File: src/rtl/vga_timing_gen.sv
`default_nettype none
// ============================================================================
// Module   : vga_timing_gen
// Brief    : Free-running VGA pixel/line counters with registered sync and
//            blank flags aligned to the counts. Optional frame_start pulse
//            is built when VGA_FRAME_TICK_EN is defined.
// Revision : 1.0 - initial release
// ============================================================================
module vga_timing_gen #(
    parameter int H_ACTIVE = 800,
    parameter int H_FP     = 40,
    parameter int H_SYNC   = 128,
    parameter int H_BP     = 88,
    parameter int V_ACTIVE = 600,
    parameter int V_FP     = 1,
    parameter int V_SYNC   = 4,
    parameter int V_BP     = 23,
    parameter bit SYNC_POL = 1'b1
) (
    input  logic        clk,
    input  logic        rst,
    input  logic        en,
`ifdef VGA_FRAME_TICK_EN
    output logic        frame_start,
`endif
    output logic [10:0] hcount_out,
    output logic [10:0] vcount_out,
    output logic        h_sync_out,
    output logic        v_sync_out,
    output logic        h_blank_out,
    output logic        v_blank_out
);

    localparam int c_H_TOTAL = H_ACTIVE + H_FP + H_SYNC + H_BP;
    localparam int c_V_TOTAL = V_ACTIVE + V_FP + V_SYNC + V_BP;

    localparam logic [10:0] c_H_LAST       = 11'(c_H_TOTAL - 1);
    localparam logic [10:0] c_V_LAST       = 11'(c_V_TOTAL - 1);
    // Thresholds are 12 bits so a sync window ending exactly at 2048 stays exact
    localparam logic [11:0] c_H_ACT        = 12'(H_ACTIVE);
    localparam logic [11:0] c_H_SYNC_START = 12'(H_ACTIVE + H_FP);
    localparam logic [11:0] c_H_SYNC_END   = 12'(H_ACTIVE + H_FP + H_SYNC);
    localparam logic [11:0] c_V_ACT        = 12'(V_ACTIVE);
    localparam logic [11:0] c_V_SYNC_START = 12'(V_ACTIVE + V_FP);
    localparam logic [11:0] c_V_SYNC_END   = 12'(V_ACTIVE + V_FP + V_SYNC);

    generate
        if (c_H_TOTAL > 2048 || c_V_TOTAL > 2048) begin : g_total_check
            $error("vga_timing_gen: H or V total exceeds 2048");
        end
    endgenerate

    logic [10:0] r_hcount;
    logic [10:0] r_vcount;
    logic        r_h_sync;
    logic        r_v_sync;
    logic        r_h_blank;
    logic        r_v_blank;

    logic        w_h_last;
    logic        w_v_last;
    logic [10:0] w_h_next;
    logic [10:0] w_v_next;
    logic [11:0] w_h_next_x;
    logic [11:0] w_v_next_x;
    logic        w_h_sync_act;
    logic        w_v_sync_act;

    always_comb begin
        w_h_last     = (r_hcount == c_H_LAST);
        w_v_last     = (r_vcount == c_V_LAST);
        w_h_next     = w_h_last ? 11'd0 : r_hcount + 11'd1;
        w_v_next     = r_vcount;
        if (w_h_last) begin
            w_v_next = w_v_last ? 11'd0 : r_vcount + 11'd1;
        end
        w_h_next_x   = {1'b0, w_h_next};
        w_v_next_x   = {1'b0, w_v_next};
        w_h_sync_act = (w_h_next_x >= c_H_SYNC_START) && (w_h_next_x < c_H_SYNC_END);
        w_v_sync_act = (w_v_next_x >= c_V_SYNC_START) && (w_v_next_x < c_V_SYNC_END);
    end

    // Flags are derived from the next counts so they land with the counts they describe
    always_ff @(posedge clk or posedge rst) begin
        if (rst) begin
            r_hcount  <= 11'd0;
            r_vcount  <= 11'd0;
            r_h_sync  <= ~SYNC_POL;
            r_v_sync  <= ~SYNC_POL;
            r_h_blank <= 1'b0;
            r_v_blank <= 1'b0;
        end else if (en) begin
            r_hcount  <= w_h_next;
            r_vcount  <= w_v_next;
            r_h_sync  <= w_h_sync_act ? SYNC_POL : ~SYNC_POL;
            r_v_sync  <= w_v_sync_act ? SYNC_POL : ~SYNC_POL;
            r_h_blank <= (w_h_next_x >= c_H_ACT);
            r_v_blank <= (w_v_next_x >= c_V_ACT);
        end
    end

`ifdef VGA_FRAME_TICK_EN
    logic r_frame_start;

    // Cleared whenever en is low, so the pulse never outlasts one clock
    always_ff @(posedge clk or posedge rst) begin
        if (rst) begin
            r_frame_start <= 1'b0;
        end else begin
            r_frame_start <= en && w_h_last && w_v_last;
        end
    end

    assign frame_start = r_frame_start;
`endif

    assign hcount_out  = r_hcount;
    assign vcount_out  = r_vcount;
    assign h_sync_out  = r_h_sync;
    assign v_sync_out  = r_v_sync;
    assign h_blank_out = r_h_blank;
    assign v_blank_out = r_v_blank;

endmodule
`default_nettype wire

File: config.mk
export PLATFORM = sky130hd
export DESIGN_NAME = vga_timing_gen
export DESIGN_NICKNAME = d
export VERILOG_FILES = /design/src/rtl/vga_timing_gen.sv
export SDC_FILE = /design/constraint.sdc
export NUM_CORES = 1
export LEC_CHECK = 0
export BUFFER_PORTS_ARGS = -buffer_cell sky130_fd_sc_hd__buf_4
export CELL_PAD_IN_SITES_DETAIL_PLACEMENT = 0
export CELL_PAD_IN_SITES_GLOBAL_PLACEMENT = 1
export CORE_MARGIN = 3
export CORE_UTILIZATION = 39
export CTS_BUF_LIST = sky130_fd_sc_hd__clkbuf_8
export CTS_CLUSTER_DIAMETER = 80
export DETAILED_ROUTE_END_ITERATION = 8
export PLACE_DENSITY = 0.84
export SLEW_MARGIN = 20
export SYNTH_ARGS = -nofsm -noshare
export SYNTH_HDL_FRONTEND = slang
export SYNTH_SLANG_ARGS = --single-unit
File: constraint.sdc
create_clock -name clk -period 2.3 [get_ports clk]
set_clock_uncertainty 0.1 [all_clocks]
set_input_delay 0.23 -clock clk [delete_from_list [all_inputs] [get_ports clk]]
set_output_delay 0.23 -clock clk [all_outputs]
set_load 0.02 [all_outputs]
Yosys cells after proc, flatten, opt, wreduce, memory -nomap -nowiden:

Index checks and enable logic that the tools add are counted.

* output and inout bits: 26
* input bits: 3
* register bits after elaboration: 26
* logic and storage cells: 23

* reductions and logical operators: 2
* add/sub/neg operators: 2
* magnitude comparators: 6
* equality and inequality tests: 2
* multiplexer cells: 5

Operators with widths (count)
* $ge 11x10->1 const B: 4
* $mux 11: 3
* $add 11x1->11 const B: 2
* $lt 11x10->1 const B: 2
* $eq 11x10->1 const B: 1
* $eq 11x11->1 const B: 1
* $logic_and 1x1->1: 2
* $mux 1: 2

Depth between registers and ports, before layout:

Gate-level depths: netlist (run 1).

* depth after elaboration: 6
* depth in mapped cells: 9
* mapped depth without buffers: 7

Worst setup path after synthesis (run 1):

OpenSTA, ideal clock, no wires.

* path kind: register -> register
* start point: register r_hcount[0], in the netlist hcount_out[0]
* end point: register r_v_sync, in the netlist v_sync_out
* library setup time: 0.095 ns
* period minus slack after synthesis: 2.375 ns
* buffers on the path: 2
* required time: 2.105 ns
* path slack: -0.075 ns
* stages on the path, launching flop included: 10
* arrival: 2.179 ns
* cells stage by stage: dfrtp_1 -> ha_1 -> and4_1 -> buf_4 -> nand3_2 -> buf_2 -> nor4_1 -> xnor2_1 -> o311ai_1 -> o32ai_2

* word-level cells in the longest chain between the ends: 5
* elaborated cells between the ends (all ways): 6
* those cells by class: order compare (2); eq/ne (1); mux (2); reduce/logical (1)

Ends and longest elaborated chain
* start, declared: RTL line 53 `logic [10:0] r_hcount;`
* start signal, assigned: RTL line 93 `r_hcount <= w_h_next;`
* $eq 11x11->1 (*): RTL line 70 `w_h_last = (r_hcount == c_H_LAST);`
* $mux 11 (*): RTL line 74 `if (w_h_last) begin`
* $ge 11x10->1 or $lt 11x10->1 (tied branches): RTL line 80 `w_v_sync_act = (w_v_next_x >= c_V_SYNC_START) && (w_v_next_x < c_V_SYNC_END);`
* $logic_and 1x1->1 (*): RTL line 80
* $mux 1 (*): RTL line 96 `r_v_sync <= w_v_sync_act ? SYNC_POL : ~SYNC_POL;`
* end signal, assigned: RTL line 89 `r_v_sync <= ~SYNC_POL;`
* end signal, assigned: RTL line 96
* end, declared: RTL line 56 `logic r_v_sync;`

Every way passes the cells marked *; elsewhere a longest branch is shown, timed or not.
A chain may end at the register's enable or synchronous reset.

Worst setup path after layout (run 1):

Ends and elaborated chain as after synthesis.

==> results of run 1 <==
cells in the mapped netlist, types with 3 or more instances:
library cell / instances / share of area [%]
buf_2: 7 / 2.0
nand3_1: 12 / 3.3
clkbuf_1: 8 / 1.7
nor2_1: 19 / 4.0
and4_1: 3 / 1.5
inv_1: 7 / 1.5
nand4_1: 8 / 2.8
nor4_1: 3 / 1.0
a21oi_1: 8 / 2.2
nor3_1: 8 / 2.2
dfrtp_1: 26 / 36
mux2_2: 3 / 1.9
and3_1: 7 / 2.4
a22o_1: 3 / 1.5
nand2_1: 22 / 4.6
a31oi_1: 4 / 1.4
o21ai_0: 16 / 4.5
xor2_1: 4 / 2.0
or3_1: 3 / 1.0
xnor2_1: 12 / 5.9
power by group through the flow:
stage                     clock [mW]  combinational [mW]  sequential [mW]
after detailed placement           0               0.697            0.585
after CTS                      0.278               0.700            0.574
after floorplan                    0               0.293            0.695
after global routing           0.301               0.764            0.586
final                          0.273               0.700            0.574
after global placement             0               0.689            0.583
final timing paths:
path                          startpoint            end  slack, ns  depth (start not counted)
setup / recovery           hcount_out[0]     v_sync_out       0.17                          7
hold / removal                        en     v_sync_out       0.22                          2
setup reg to reg           hcount_out[0]     v_sync_out       0.17                          7
hold reg to reg              v_blank_out    v_blank_out       0.44                          2
max in group asynchronous            rst  vcount_out[0]       1.35                          4
min in group asynchronous            rst  hcount_out[2]       0.47                          4
registers in the layout (all words and copies together) (netlist names):
name	flops
hcount_out	11
vcount_out	11
h_blank_out	1
h_sync_out	1
v_blank_out	1
v_sync_out	1
repair_timing:
item / 4_1_cts / 5_1_grt
gates resized for setup: 0 / 4
hold buffers: 1 / 0
setup endpoints to repair: 0 / 2
endpoints found under the hold margin: 26 / 0
worst register-to-register path: cells and delay by family, from the launching register on:
| family | cells | cell delay [ns] |
|---|---|---|
| AOI/OAI and AO/OA | 2 | 0.43 |
| adders and majority gates | 1 | 0.17 |
| DFF | 1 | 0.37 |
| and+or+nand+nor | 4 | 1.00 |
cell families (layout without fill, tap and decap cells):
family,Yosys count,in the layout
AOI/OAI and AO/OA,47,47
xor gates and xnor gates,16,16
adders and majority gates,2,2
buffers and inverters,23,63
DFF,26,26
muxes,5,5
and+or+nand+nor,97,97
through the flow:
step | hold slack [ns] | cells | power, mW | instance area (µm²) | setup slack [ns]
3_5_place_dp | 0.226 | 303 | 1.28 | 2170 | 0.116
5_1_grt | 0.226 | 308 | 1.65 | 2240 | 0.0118
2_1_floorplan | 0.170 | 216 | 0.988 | 1800 | 0.000602
3_3_place_gp | 0.222 | 303 | 1.27 | 2170 | 0.175
4_1_cts | 0.218 | 308 | 1.55 | 2230 | 0.0842
6_report | 0.219 | 308 | 1.55 | 2240 | 0.166
per-layer routing:
| metal | routed length (µm) | share of wire, % |
|---|---|---|
| met5 | 0 | 0 |
| met4 | 21 | 0.46 |
| met2 | 2190 | 48 |
| met3 | 227 | 5.0 |
| met1 | 2130 | 47 |
final cells by class:
class                      count  area, µm²
fill                         422       2140
inverter                       7       26.3
tap                           52       65.1
sequential                    26        654
multi-input combinational    167       1060
timing repair buffer          52        393
clock inverter                 1       3.75
clock buffer                   3       41.3
==> summary.md, run 1 <==
| Metric | Value |
|---|---|
| Outcome | `completed` |
| Primary FF master, synth | `dfrtp_1` |
| Slowest stage cell, crit path | `or4_1` |
| Iter 0 DRT Violations | `99` |
| Met1 Use GR | `25.7%` |
| Final period util | `roughly 93%` |
| Fraction of layout instances using a drive strength above 1 | `25.8%` |
| WS Path Type | `register to register` |
| Synth unique cells | `46` |
| Router iterations before antenna repair | `4` |
| Synth Area in Adders | `1.39%` |
| DRC errors left | `0` |
| Max-slew violations | `0` |
| Worst-case vdd ir drop | `0.000282 V` |
| CTS H-Tree Depth | `1` |
| Pin count of the biggest net entering global routing | `27` |
| Initial Util | `40.9%` |
| Row cnt | `24` |
| Slowest stage delay, CP | `0.50 ns` |
| Sum Neg Setup Slack | `0 ns` |
| Cell Chain, Critical Path | `ha_1 > and4_4 > nand3_4 > or4_1 > a22oi_1 > nand4b_1 > o32ai_2` |
| Hold Vio Cnt, Final | `0` |
| NumNets Final | `~260` |
| Via-to-Cell Ratio | `5.65` |
| Max Fclk | `469 MHz` |
| Worst hold-check path type | `primary input to register` |
| Critical path buffer and inverter count | `0` |
| Met3 Usage GRT | `2.05%` |
| First-pass GRT wire length | `7710 µm` |
| Yosys reg bits | `26` |
| DIE WIDTH | `73.8 µm` |
| Post-route ant nets | `0` |
| CTS tree | `built` |
| Maximum fanout along the worst path | `5` |
| RSZ-0062 raised after global routing | `no` |
| DIE AREA | `5450 µm²` |
| DR WL/cell | `14.8 µm` |
| Total GRT Usage | `17.9%` |
| Initial antenna violation count | `0` |
| Gr ovfl total | `0` |
| Syn Std Cell Area | `1790 µm²` |
| CTS max path bufs | `2` |
| Layout area overhead | `25.0%` |
| Worst EP arrival | `2.22 ns` |
| Clock share of power | `17.6%` |
| Clk root buf | `clkbuf_8` |
| P_int | `~0.97 mW` |
| Total core area | `4380 µm²` |
| Post-synthesis compound-gate area fraction | `17.4%` |
| Share of power burned in registers | `37.1%` |
| Gpl congestion | `0.857` |
| Total Routed Length | `4570 µm` |
| Synth Warn # | `0` |
| Cell family with most CP delay | `simple AND/OR/NAND/NOR gates` |
| Layout Utilization | `about 51%` |
| FFs w/ async S/R, synth | `between 90% and 100%` |
| Syn_nets | `221` |
| CTS Buf Count | `3` |
| Post-synth EDFFs | `0` |
| Vias in the first global route | `~1,600` |
| Min Tclk post-route | `about 2.1 ns` |
| GRT Max-Usage Layer | `met2` |
| Largest family of logic cells by synthesized area | `simple AND/OR/NAND/NOR gates` |
| Die Y | `73.8 µm` |
| Comb power frac | `45.3%` |
| Power Dens Cells | `690 nW/µm²` |
| Leak | `0.994 nW` |
| Max_cap viols | `0` |
| Critical Path RT | `~2.4 ns` |
| Sw power | `0.582 mW` |
| Post-CTS setup buffer count | `0` |
| Most frequent cells in the layout | `buf_4, dfrtp_1, nand2_1, nor2_1, o21ai_0` |
| I/O Buffers | `28` |
| Most common cell after layout, fill and taps aside | `buf_4` |
| Worst-Margin Slew | `around 0.48 ns` |
| Sw Ratio | `37.6%` |
| Antenna Cells | `0` |
| Startpoint Class | `register` |
| Gate count of the mapped netlist | `between 200 and 250` |
| IO Pins | `29` |
| Crit end category | `register` |
| GR Layer Usage met2 | `29.3%` |
| Setup violators final | `0` |
| Post-synthesis xor/xnor area fraction | `7.81%` |
| Mux cell area share after synthesis | `under 10%` |
| Avg Inst Size Synth | `8.31 µm²` |
| Synth Area in Simple Gates | `28.6%` |
| Final HPWL from detailed placement | `3410 µm` |
| Vias | `1,741` |
| Max-Slew Margin vs Limit | `67.3%` |
| Seq/Total Area, Yosys | `36.3%` |
| Reg clk slew, reported paths | `0.10 ns` |
| # clock sinks | `26` |
| Worst-Skew Late Latency | `0.27 ns` |
Note: power is estimated with default switching activity, not from simulation.
==> run 2: changes to the inputs <==
--- a/config.mk
+++ b/config.mk
@@ -6,14 +6,12 @@
 export NUM_CORES = 1
 export LEC_CHECK = 0
 export BUFFER_PORTS_ARGS = -buffer_cell sky130_fd_sc_hd__buf_4
-export CELL_PAD_IN_SITES_DETAIL_PLACEMENT = 0
-export CELL_PAD_IN_SITES_GLOBAL_PLACEMENT = 1
 export CORE_MARGIN = 3
-export CORE_UTILIZATION = 39
+export CORE_UTILIZATION = 53
 export CTS_BUF_LIST = sky130_fd_sc_hd__clkbuf_8
 export CTS_CLUSTER_DIAMETER = 80
 export DETAILED_ROUTE_END_ITERATION = 8
-export PLACE_DENSITY = 0.84
+export PLACE_DENSITY = 0.85
 export SLEW_MARGIN = 20
 export SYNTH_ARGS = -nofsm -noshare
 export SYNTH_HDL_FRONTEND = slang
==> summary.md, run 2 (synthesis results as in run 1) <==
| Metric | Value |
|---|---|
| Path depth of the worst reg2reg path | `8 (was 7)` |
| WS Path Type | `register to register (unchanged)` |
| Hold Vio Cnt, Final | `0 (unchanged)` |
| Setup violators final | `0 (unchanged)` |
| Crit end category | `register (unchanged)` |
| Leak | `0.986 nW (was 0.994 nW)` |
| Startpoint Class | `register (unchanged)` |
| Critical Path RT | `2.39 ns (about the same)` |
| Worst hold-check path type | `primary input to register (unchanged)` |
| Worst-Margin Slew | `0.413 ns (was 0.478 ns)` |
| Final cell count without fillers | `297 (was 308)` |
| Worst EP arrival | `2.33 ns (was 2.22 ns)` |
| Gr ovfl total | `0 (unchanged)` |
| Max Fclk | `447 MHz (was 469 MHz)` |
| Initial antenna violation count | `0 (unchanged)` |
| Final setup margin | `0.0632 ns (was 0.166 ns)` |
| DIE AREA | `4120 µm² (was 5450 µm²)` |
| Total Routed Length | `4580 µm (was 4570 µm)` |
| Worst-case vdd ir drop | `0.000488 V (was 0.000282 V)` |
| Max-slew violations | `0 (unchanged)` |
| NumNets Final | `259 (was 262)` |
| DIE WIDTH | `64.2 µm (was 73.8 µm)` |
| Layout area overhead | `25.4% (was 25.0%)` |
| I/O Buffers | `28 (unchanged)` |
| Crit path capture | `v_sync_out (unchanged)` |
| Reg clk slew, reported paths | `0.10 ns (about the same)` |
| DR WL/cell | `15.4 µm (was 14.8 µm)` |
| CTS tree | `built (unchanged)` |
| Post-Place Setup Slack | `0.0542 ns (was 0.116 ns)` |
| Max-Slew Margin vs Limit | `72.5% (was 67.3%)` |
| Vias | `1,838 (was 1,741)` |
| Maximum fanout along the worst path | `8 (was 5)` |
| DRC errors left | `0 (unchanged)` |
| Sum Neg Setup Slack | `0 ns (unchanged)` |
| Total core area | `3150 µm² (was 4380 µm²)` |
| PnR Total Power | `1.67 mW (was 1.55 mW)` |
| Post-route ant nets | `0 (unchanged)` |
| Comb power frac | `42.1% (was 45.3%)` |
| Max_cap viols | `0 (unchanged)` |
| Outcome | `completed (unchanged)` |
| Share of power burned in registers | `34.5% (was 37.1%)` |
| Min Tclk post-route | `2.24 ns (was 2.13 ns)` |
| # clock sinks | `26 (unchanged)` |
| R2r startpoint | `hcount_out[0] (unchanged)` |
| Clk root buf | `clkbuf_8 (unchanged)` |
| Vias in the first global route | `1,750 (was 1,574)` |
| Antenna Cells | `0 (unchanged)` |
| CTS max path bufs | `2 (unchanged)` |
| Router iterations before antenna repair | `4 (unchanged)` |
| DP Cell Count | `292 (was 303)` |
| Initial Util | `56.9% (was 40.9%)` |
| Gpl congestion | `0.938 (was 0.857)` |
| RSZ-0062 raised after global routing | `yes (was no)` |
| CP startpoint | `hcount_out[0] (unchanged)` |
| P_int | `1.08 mW (was 0.965 mW)` |
| Clock share of power | `23.4% (was 17.6%)` |
| Sw Ratio | `35.5% (was 37.6%)` |
| Post-CTS setup buffer count | `0 (unchanged)` |
| Final HPWL from detailed placement | `3260 µm (was 3410 µm)` |
| Worst Hold Margin | `0.224 ns (was 0.219 ns)` |
| Final period util | `97.3% (was 92.8%)` |
| Most common cell after layout, fill and taps aside | `buf_4 (unchanged)` |
| Most frequent cells in the layout | `buf_4, dfrtp_1, nand2_1, nor2_1, o21ai_0 (unchanged)` |
| Sw power | `0.593 mW (was 0.582 mW)` |
| Power Dens Cells | `743 nW/µm² (was 690 nW/µm²)` |
| Pin count of the biggest net entering global routing | `27 (unchanged)` |
| R2R setup slack | `0.06 ns (was 0.17 ns)` |
| R2R Path End | `v_sync_out (unchanged)` |
| Iter 0 DRT Violations | `150 (was 99)` |
| CTS Buf Count | `3 (unchanged)` |
| Total GRT Usage | `24.3% (was 17.9%)` |
| First-pass GRT wire length | `8000 µm (was 7710 µm)` |
| Fraction of layout instances using a drive strength above 1 | `26.5% (was 25.8%)` |
| CTS H-Tree Depth | `1 (unchanged)` |
| Worst-Skew Late Latency | `0.28 ns (was 0.27 ns)` |
| Via-to-Cell Ratio | `6.19 (was 5.65)` |
| IO Pins | `29 (unchanged)` |
| Row cnt | `20 (was 24)` |
| Die Y | `64.2 µm (was 73.8 µm)` |
## run 2: cell types whose count changed in the layout (fill, tap and decap cells not counted), sizes merged
cell / change
buf: -3
bufinv: +1
inv: -1
## run 2: worst min path at each step
stage,end,cells past startpoint,slack (ns),from
6_report,v_sync_out,2,0.22,en
4_1_cts,v_sync_out,2,0.22,en
3_3_place_gp,hcount_out[4],3,0.21,rst
3_5_place_dp,hcount_out[2],3,0.21,rst
2_1_floorplan,h_blank_out,1,0.17,rst
5_1_grt,v_sync_out,2,0.23,en
## run 2: power groups by stage
stage	combinational [mW]	sequential, mW	clock, mW
finish	0.705	0.577	0.391
global route	0.770	0.584	0.419
CTS	0.692	0.575	0.392
detailed placement	0.689	0.584	0
global placement	0.677	0.582	0
floorplan	0.293	0.695	0
## run 2: per-stage QoR
step	instance area [µm²]	util [%]
floorplan	1800	-
global placement	2140	67.9
detailed placement	2140	67.9
global route	2250	71.3
CTS	2220	70.5
finish	2250	71.3
## run 2: what timing repair did
action	CTS	global route
hold buffers	1	0
endpoints found under the hold margin	26	0
gates resized for setup	0	7
setup endpoints to repair	0	3
## run 2: worst max-delay path, cell delays in order, from the launching register on
cell	delay, ns
dfrtp_2	0.41
ha_1	0.20
and4_1	0.20
buf_4	0.17
and3_2	0.22
a211o_1	0.29
a22oi_2	0.15
nand4b_1	0.17
o32ai_2	0.23
## run 2: final cells by class
type | count | area (µm²)
sequential | 26 | 654
tap | 44 | 55.1
clock inverter | 1 | 30.0
inverter | 7 | 26.3
timing repair buffer | 49 | 370
multi-input combinational | 167 | 1070
fill | 266 | 903
clock buffer | 3 | 41.3
## run 2: layer usage
layer | up-vias | routed length (µm) | GRT usage (%)
met5 | - | 0 | 0
met3 | 11 | 397 | 4.75
met2 | 97 | 2190 | 40.8
li1 | 862 | - | -
met4 | 0 | 68 | 7.65
met1 | 868 | 1930 | 31.3
